==> config.mk <==
export PLATFORM = sky130hd
export DESIGN_NAME = frame_scheduler
export DESIGN_NICKNAME = d
export VERILOG_FILES = /design/src/rtl/display_pkg.sv /design/src/rtl/latch_timer.sv /design/src/rtl/frame_scheduler.sv
export SDC_FILE = /design/constraint.sdc
export NUM_CORES = 1
export LEC_CHECK = 0
export ABC_AREA = 1
export CAP_MARGIN = 20
export CORE_ASPECT_RATIO = 1.5
export CORE_MARGIN = 2
export CORE_UTILIZATION = 48
export DETAILED_ROUTE_END_ITERATION = 12
export MAX_ROUTING_LAYER = met4
export PLACE_DENSITY = 0.8
export SKIP_LAST_GASP = 1
export SYNTH_ARGS = -nofsm -noshare
export SYNTH_HDL_FRONTEND = slang
export SYNTH_SLANG_ARGS = --single-unit
export TNS_END_PERCENT = 10
==> constraint.sdc <==
create_clock -name clk -period 3.64 [get_ports clk]
set_input_delay 0.728 -clock clk [delete_from_list [all_inputs] [get_ports clk]]
set_output_delay 0.728 -clock clk [all_outputs]
set_load 0.005 [all_outputs]
==> src/rtl/display_pkg.sv <==
// Shared definitions for the display refresh path: scheduler state encoding
// and the default strip-latch duration.
package display_pkg;

   typedef enum logic [1:0] {
      IDLE  = 2'd0,
      SEND  = 2'd1,
      LATCH = 2'd2
   } sched_state_e;

   localparam int unsigned LATCH_CYCLES_DEFAULT = 32'd2500;

endpackage

==> src/rtl/latch_timer.sv <==
// Loadable down-counter that times the strip-latch period; o_tc is a registered
// flag that is high on the last enabled cycle of the period.
module latch_timer #(
   parameter  int unsigned CYCLES = 32'd2500,
   localparam int unsigned CW     = $clog2(CYCLES + 32'd1)
) (
   input  logic i_clk,
   input  logic i_reset,
   input  logic i_load,
   input  logic i_en,
   output logic o_tc
);

   logic [CW-1:0] r_count;
   logic          r_tc;

   // Count down from CYCLES-1; tc is raised one cycle early so it lands on count 0
   always_ff @(posedge i_clk) begin
      if (i_reset) begin
         r_count <= '0;
         r_tc    <= 1'b0;
      end else if (i_load) begin
         r_count <= CW'(CYCLES - 32'd1);
         r_tc    <= (CYCLES == 32'd1);
      end else if (i_en && (r_count != '0)) begin
         r_count <= r_count - CW'(1);
         r_tc    <= (r_count == CW'(1));
      end else begin
         r_count <= r_count;
         r_tc    <= 1'b0;
      end
   end

   assign o_tc = r_tc;

endmodule

==> src/rtl/frame_scheduler.sv <==
// Walks LED indices 0..MAX_POS-1 to the serializer, then holds the latch period.
// Define FRAME_SCHEDULER_PENDING_EN to queue one request arriving while busy.
module frame_scheduler
   import display_pkg::*;
#(
   parameter  int unsigned MAX_POS      = 32'd16,
   parameter  int unsigned LATCH_CYCLES = LATCH_CYCLES_DEFAULT,
   localparam int unsigned IW           = $clog2(MAX_POS)
) (
   input  logic          clk,
   input  logic          reset,
   input  logic          update_frame,
   input  logic          pixel_ready,
   output logic [IW-1:0] current_led,
   output logic          pixel_valid,
   output logic          latch_active,
   output logic          frame_busy,
   output logic          frame_done
);

   sched_state_e  r_state;
   sched_state_e  w_state_next;
   logic [IW-1:0] r_led;
   logic [IW-1:0] w_led_next;
   logic          r_pixel_valid;
   logic          r_latch_active;
   logic          r_frame_busy;
   logic          r_frame_done;
   logic          w_done_next;
   logic          w_transfer;
   logic          w_last;
   logic          w_tc;
   logic          w_restart;

   assign w_transfer = (r_state == SEND) && pixel_ready;
   assign w_last     = (r_led == IW'(MAX_POS - 32'd1));

   latch_timer #(
      .CYCLES (LATCH_CYCLES)
   ) u_latch_timer (
      .i_clk   (clk),
      .i_reset (reset),
      .i_load  (w_transfer && w_last),
      .i_en    (r_state == LATCH),
      .o_tc    (w_tc)
   );

`ifdef FRAME_SCHEDULER_PENDING_EN
   logic r_pending;

   // A request seen while busy (including the final latch cycle) queues one frame
   always_ff @(posedge clk) begin
      if (reset) begin
         r_pending <= 1'b0;
      end else if ((r_state == LATCH) && w_tc) begin
         r_pending <= 1'b0;
      end else if (update_frame && (r_state != IDLE)) begin
         r_pending <= 1'b1;
      end else begin
         r_pending <= r_pending;
      end
   end

   assign w_restart = r_pending | update_frame;
`else
   assign w_restart = 1'b0;
`endif

   // Next-state and next-output decode
   always_comb begin
      w_state_next = r_state;
      w_led_next   = r_led;
      w_done_next  = 1'b0;
      case (r_state)
         IDLE: begin
            w_led_next = '0;
            if (update_frame) begin
               w_state_next = SEND;
            end else begin
               w_state_next = IDLE;
            end
         end
         SEND: begin
            if (w_transfer && w_last) begin
               w_state_next = LATCH;
               w_led_next   = '0;
            end else if (w_transfer) begin
               w_led_next = r_led + IW'(1);
            end else begin
               w_led_next = r_led;
            end
         end
         LATCH: begin
            if (w_tc) begin
               w_done_next = 1'b1;
               if (w_restart) begin
                  w_state_next = SEND;
               end else begin
                  w_state_next = IDLE;
               end
            end else begin
               w_state_next = LATCH;
            end
         end
         default: begin
            w_state_next = IDLE;
            w_led_next   = '0;
         end
      endcase
   end

   // State register; outputs are registered from the next state
   always_ff @(posedge clk) begin
      if (reset) begin
         r_state        <= IDLE;
         r_led          <= '0;
         r_pixel_valid  <= 1'b0;
         r_latch_active <= 1'b0;
         r_frame_busy   <= 1'b0;
         r_frame_done   <= 1'b0;
      end else begin
         r_state        <= w_state_next;
         r_led          <= w_led_next;
         r_pixel_valid  <= (w_state_next == SEND);
         r_latch_active <= (w_state_next == LATCH);
         r_frame_busy   <= (w_state_next != IDLE);
         r_frame_done   <= w_done_next;
      end
   end

   assign current_led  = r_led;
   assign pixel_valid  = r_pixel_valid;
   assign latch_active = r_latch_active;
   assign frame_busy   = r_frame_busy;
   assign frame_done   = r_frame_done;

endmodule

# ---- Word-level counts from Yosys, hierarchy flattened
# Cells that the tools add are included.
dict set report totals {
  input_bits 4
  output_inout_bits 8
  regBits 23
  word_cells 41
}
dict set report op_classes {
  n_addsub 2
  bitwise_logic 2
  muxes 10
  eq_ne 7
  n_reduce_logical 11
}
# op count
set op_table {}
lappend op_table {{2-to-1 mux 12 bit} 2}
lappend op_table {{== test 12 x 1 -> 1 bit (second input constant)} 1}
lappend op_table {{nonzero test 12 bit} 1}
lappend op_table {{subtractor 12 x 1 -> 12 bit (second input constant)} 1}
lappend op_table {{2-to-1 mux 4 bit} 2}
lappend op_table {{one-hot mux 4 bit (2 select lines)} 1}
lappend op_table {{one-hot mux 2 bit (3 select lines)} 1}
lappend op_table {{adder 4 x 1 -> 4 bit (second input constant)} 1}
lappend op_table {{== test 2 x 1 -> 1 bit (second input constant)} 2}
lappend op_table {{== test 2 bit (second input constant)} 2}
lappend op_table {{== test 4 bit (second input constant)} 1}
lappend op_table {{2-to-1 mux 2 bit} 2}
lappend op_table {{nonzero test 2 bit} 2}
lappend op_table {{OR reduction 2 bit} 2}
lappend op_table {{logical AND 1 bit} 3}
lappend op_table {{!= test 3 x 2 -> 1 bit (second input constant)} 1}
lappend op_table {{OR reduction 3 bit} 1}
lappend op_table {{logical NOT 2 bit} 1}
lappend op_table {{2-to-1 mux 1 bit} 2}
lappend op_table {{NOT 1 bit} 2}
lappend op_table {{AND reduction 2 bit} 1}

# ---- Depth between registers and ports, before layout
dict set report logic_depth {
  ltp_word 6
  depth_mapped 11
  ltp_nobuf 10
}

# ---- Cells and area by module
# A second synthesis with hierarchy kept.
dict set report hier_totals {
  cells_unflattened 185
  hier_area_um2 1268.7
}
# mod cells_each seq_area_each_um2 area_each_um2 n_inst
set modules_own_cells {}
lappend modules_own_cells {latch_timer 130 260.2 844.6 1}
lappend modules_own_cells {frame_scheduler 55 200.2 424.2 1}

# ---- Worst setup path before layout
# OpenSTA, ideal clock, no wires.
dict set report synth_timing {
  path_type {input-to-reg}
  start {input pixel_ready}
  end {register u_latch_timer.r_count[11]}
  t_arrival_ns 1.347
  setup_ns 0.109
  stages 7
  n_path_buf 0
  required_time_ns 3.531
  slack_ns 2.184
  cell_sequence {nand3_1 -> nor2_1 -> inv_2 -> nand3_1 -> nand3_1 -> nand2_1 -> inv_1}
}
dict set report synth_via {
  elab_chain_cells 3
  elab_cells_between_ends 4
  classes_between {1 x mux; 3 x reduce/logical}
}
# element line_no
set synth_rtl {}
lappend synth_rtl {{start, declared} frame_scheduler.sv:13} ;# input logic pixel_ready,
lappend synth_rtl {{logical AND 1 bit (*)} frame_scheduler.sv:35} ;# assign w_transfer = (r_state == SEND) && pixel_ready;
lappend synth_rtl {{logical AND 1 bit (*)} frame_scheduler.sv:43} ;# .i_load (w_transfer && w_last),
lappend synth_rtl {{2-to-1 mux 12 bit / nonzero test 2 bit (equally long branches)} n/a}
lappend synth_rtl {{end signal, assigned} latch_timer.sv:23} ;# r_count <= CW'(CYCLES - 32'd1);
lappend synth_rtl {{end signal, assigned} latch_timer.sv:26} ;# r_count <= r_count - CW'(1);
lappend synth_rtl {{end signal, assigned} latch_timer.sv:29} ;# r_count <= r_count;
lappend synth_rtl {{end, declared} latch_timer.sv:14} ;# logic [CW-1:0] r_count;
# Every way passes the cells marked *; elsewhere a longest branch is shown, timed or not.
# A chain may end at the register's enable or synchronous reset.

# ---- Worst setup path after layout
dict set report layout_timing {
  start {register r_led[2] (netlist: current_led[2])}
  end {output current_led[2]}
}
# element line_no
set layout_lines {}
lappend layout_lines {{start, declared} frame_scheduler.sv:23} ;# logic [IW-1:0] r_led;
lappend layout_lines {{start signal, assigned} frame_scheduler.sv:123} ;# r_led <= w_led_next;
lappend layout_lines {{end, declared} frame_scheduler.sv:14} ;# output logic [IW-1:0] current_led,
# No word-level cell between the ends.

==> impl_metrics.yaml <==
run_status:
  outcome: "completed"
route:
  firstDrtPassIters: 4
  wirelength_mm: 2.62
  drc: 0
  via_per_inst: 5.33
  drtAntennaViolNets: 0
  vias: 1130
  drt_iter0_markers: 40
  wl_per_cell_um: 12.3
critical_path:
  cp_cell_sequence: "clkdlybuf4s50_1"
  r2r_slack_ns: 2.06
  slowest_delay_ns: 0.54
  start_kind: "flip-flop"
  reg2reg_to: "u_latch_timer.r_count[8]"
  worst-setup-path-type: "reg -> out"
  timing.critical_path.buf_inv: 1
  end_kind: "output port"
  critPathMaxFanout: 6
  cp_slowest_cell: "clkdlybuf4s50_1"
  cp_data_required_time_ns: 2.91
  rr_worst_depth: 9
  critical_path.top_delay_family: "buffers and inverters"
  r2r-start: "u_latch_timer.r_count[0]"
  worstPathArrival_ns: 1.28
cts:
  post_cts_resize_count: 0
  clk_latency_ns: 0.30
  clkSinkCount: 23
  cts_tree: "built"
  cts-htree-levels: 1
  post_cts_buffers: 0
  clkSlewWorstSetupHoldPaths_ns: 0.12
  cts_buffers: 3
  clockRootBuffer: "clkbuf_4"
  holdBufCountCts: 0
  clk_path_buf_depth: 2
global_route:
  antenna_found_initial: 0
  grt_pass1_wl_mm: 4.55
  gr-total-overflow: 0
  grt_use_total_pct: 20.7
  grt_max_degree: 13
  grt_pass1_vias: 1116
placement:
  port_buffers: 11
  hpwl_mm: 2.08
  globalplace.congestion: 0.836
  dpl_cell_area_um2: 1370
die:
  rows: 22
  core_um2: 2450
  dieArea_um2: 3030
  ios: 12
  die_x_um: 45.6
  start_util_pct: 50.9
  die_h_um: 66.4
power:
  p_leak_nw: 0.660
  peakVddDrop_mv: 0.194
  powerDensity_nw_per_um2: 282
final_layout:
  area_growth_pct: 11.8
  final_common_cell: "nand2_1"
  final_net_count: 197
  regArea_um2: 460
  fillers: 222
  diodes: 0
  multi_input_area_um2: 688
  stdcell_area_um2: 1390
  drive_gt1_share_pct: 9.04
  most-common-layout-cells: "nand2_1 (43), dfxtp_1 (23), nor2_1 (21)"
min_path:
  min_to: "frame_done"
  hold_start: "u_latch_timer.o_tc"
  hold_depth: 2
  min_path_type: "reg -> reg"
synthesis:
  synth.avg_cell_area_um2: 7.12
  synth_fp_nets: 183
  yosys-top-cells-area: "dfxtp_1 (37%), nand2_1 (13%), nand3_1 (7.2%)"
  synth_top_area_cell: "dfxtp_1"
  seq_area_frac_synth_pct: 36.9
  ys_ff_latch: 23
  syn_inst: 175
  synth_top_cell_area_share_pct: 36.9
  synth_area_um2: 1250
  yosysUniqueCellTypes: 27
  ys_warn_count: 0
timing:
  max_freq_mhz: 499
  slew_headroom_pct: 76.4
  fin_skew_ns: 0.00229
  period_minus_slack_ns: 2.01
  hold_viol_final: 0
  drv_slew: 0
  tightestPinTransition_ns: 0.352
  period_share_pct: 55.1
  setup_viol: 0
  rsz0062_at_grt: "no"
  setup_tns_ns: 0
flow_run:
  max-cap-violations: 0
[worst min-delay path: stages, from the launching register on]
cell	delay (ns)
dfxtp_1	0.32
inv_1	0.07
nor3_1	0.06
[Yosys cell counts (all sizes together)]
cell type  instances
ha                 4
dfxtp             23
nand4              5
nand3             19
nand2             47
nor4               1
buf                1
nor2              28
xor2               3
inv               21
xnor2              2
a211oi             1
a21oi             12
o211ai             1
clkbuf             1
o21ai              3
a31oi              1
nor3               1
nand3b             1
[through the flow]
step           utilization [%]  power (W)  instances  setup slack, ns  hold slack, ns
2_1_floorplan                -   0.000272        175             2.18           0.424
3_3_place_gp              55.8   0.000282        208             1.54           0.463
3_5_place_dp              55.8   0.000283        208             1.46           0.456
4_1_cts                   56.9   0.000393        212             1.63           0.474
5_1_grt                   56.9   0.000404        212             1.60           0.489
6_report                  56.9   0.000393        212             1.64           0.476
[layout make-up]
type / count / area share, %
tap: 24 / 2.15
inverter: 21 / 5.66
timing repair buffer: 11 / 7.90
multi-input combinational: 129 / 49.4
clock buffer: 4 / 1.89
sequential: 23 / 33.0
[per-layer routing]
layer | track usage (%) | vias up | wire (um)
met3 | 3.28 | 10 | 106
li1 | - | 587 | -
met2 | 35.9 | 36 | 1380
met1 | 20.7 | 497 | 1030
met4 | 12.5 | 0 | 97
met5 | - | - | 0
[worst max path at each step]
stage,startpoint,to,depth (start not counted),slack (ns)
global placement,pixel_ready,u_latch_timer.o_tc,6,1.54
CTS,current_led[2],current_led[2],1,1.63
finish,current_led[2],current_led[2],1,1.64
floorplan,pixel_ready,u_latch_timer.r_count[11],7,2.18
detailed placement,pixel_ready,u_latch_timer.o_tc,6,1.46
global route,current_led[2],current_led[2],1,1.60
[power by group]
part,internal (W),total (W),switching (W)
sequential,0.000255,0.000258,0.00000295
clock,0.0000427,0.000115,0.0000728
combinational,0.00000995,0.0000197,0.00000971
[kinds of logic after synthesis]
logic type	share of synthesized area (%)
fa+ha+maj	4.02
xor+xnor	3.51
compound gates	8.03
simple gates	39.7
flops	36.9
buf+inv	7.83
[state kept, by name (all words and copies together) (netlist names)]
signal	cells
current_led	4
frame_busy	1
frame_done	1
latch_active	1
pixel_valid	1
r_state	2
u_latch_timer.o_tc	1
u_latch_timer.r_count	12
(Power assumes the default switching activity.)
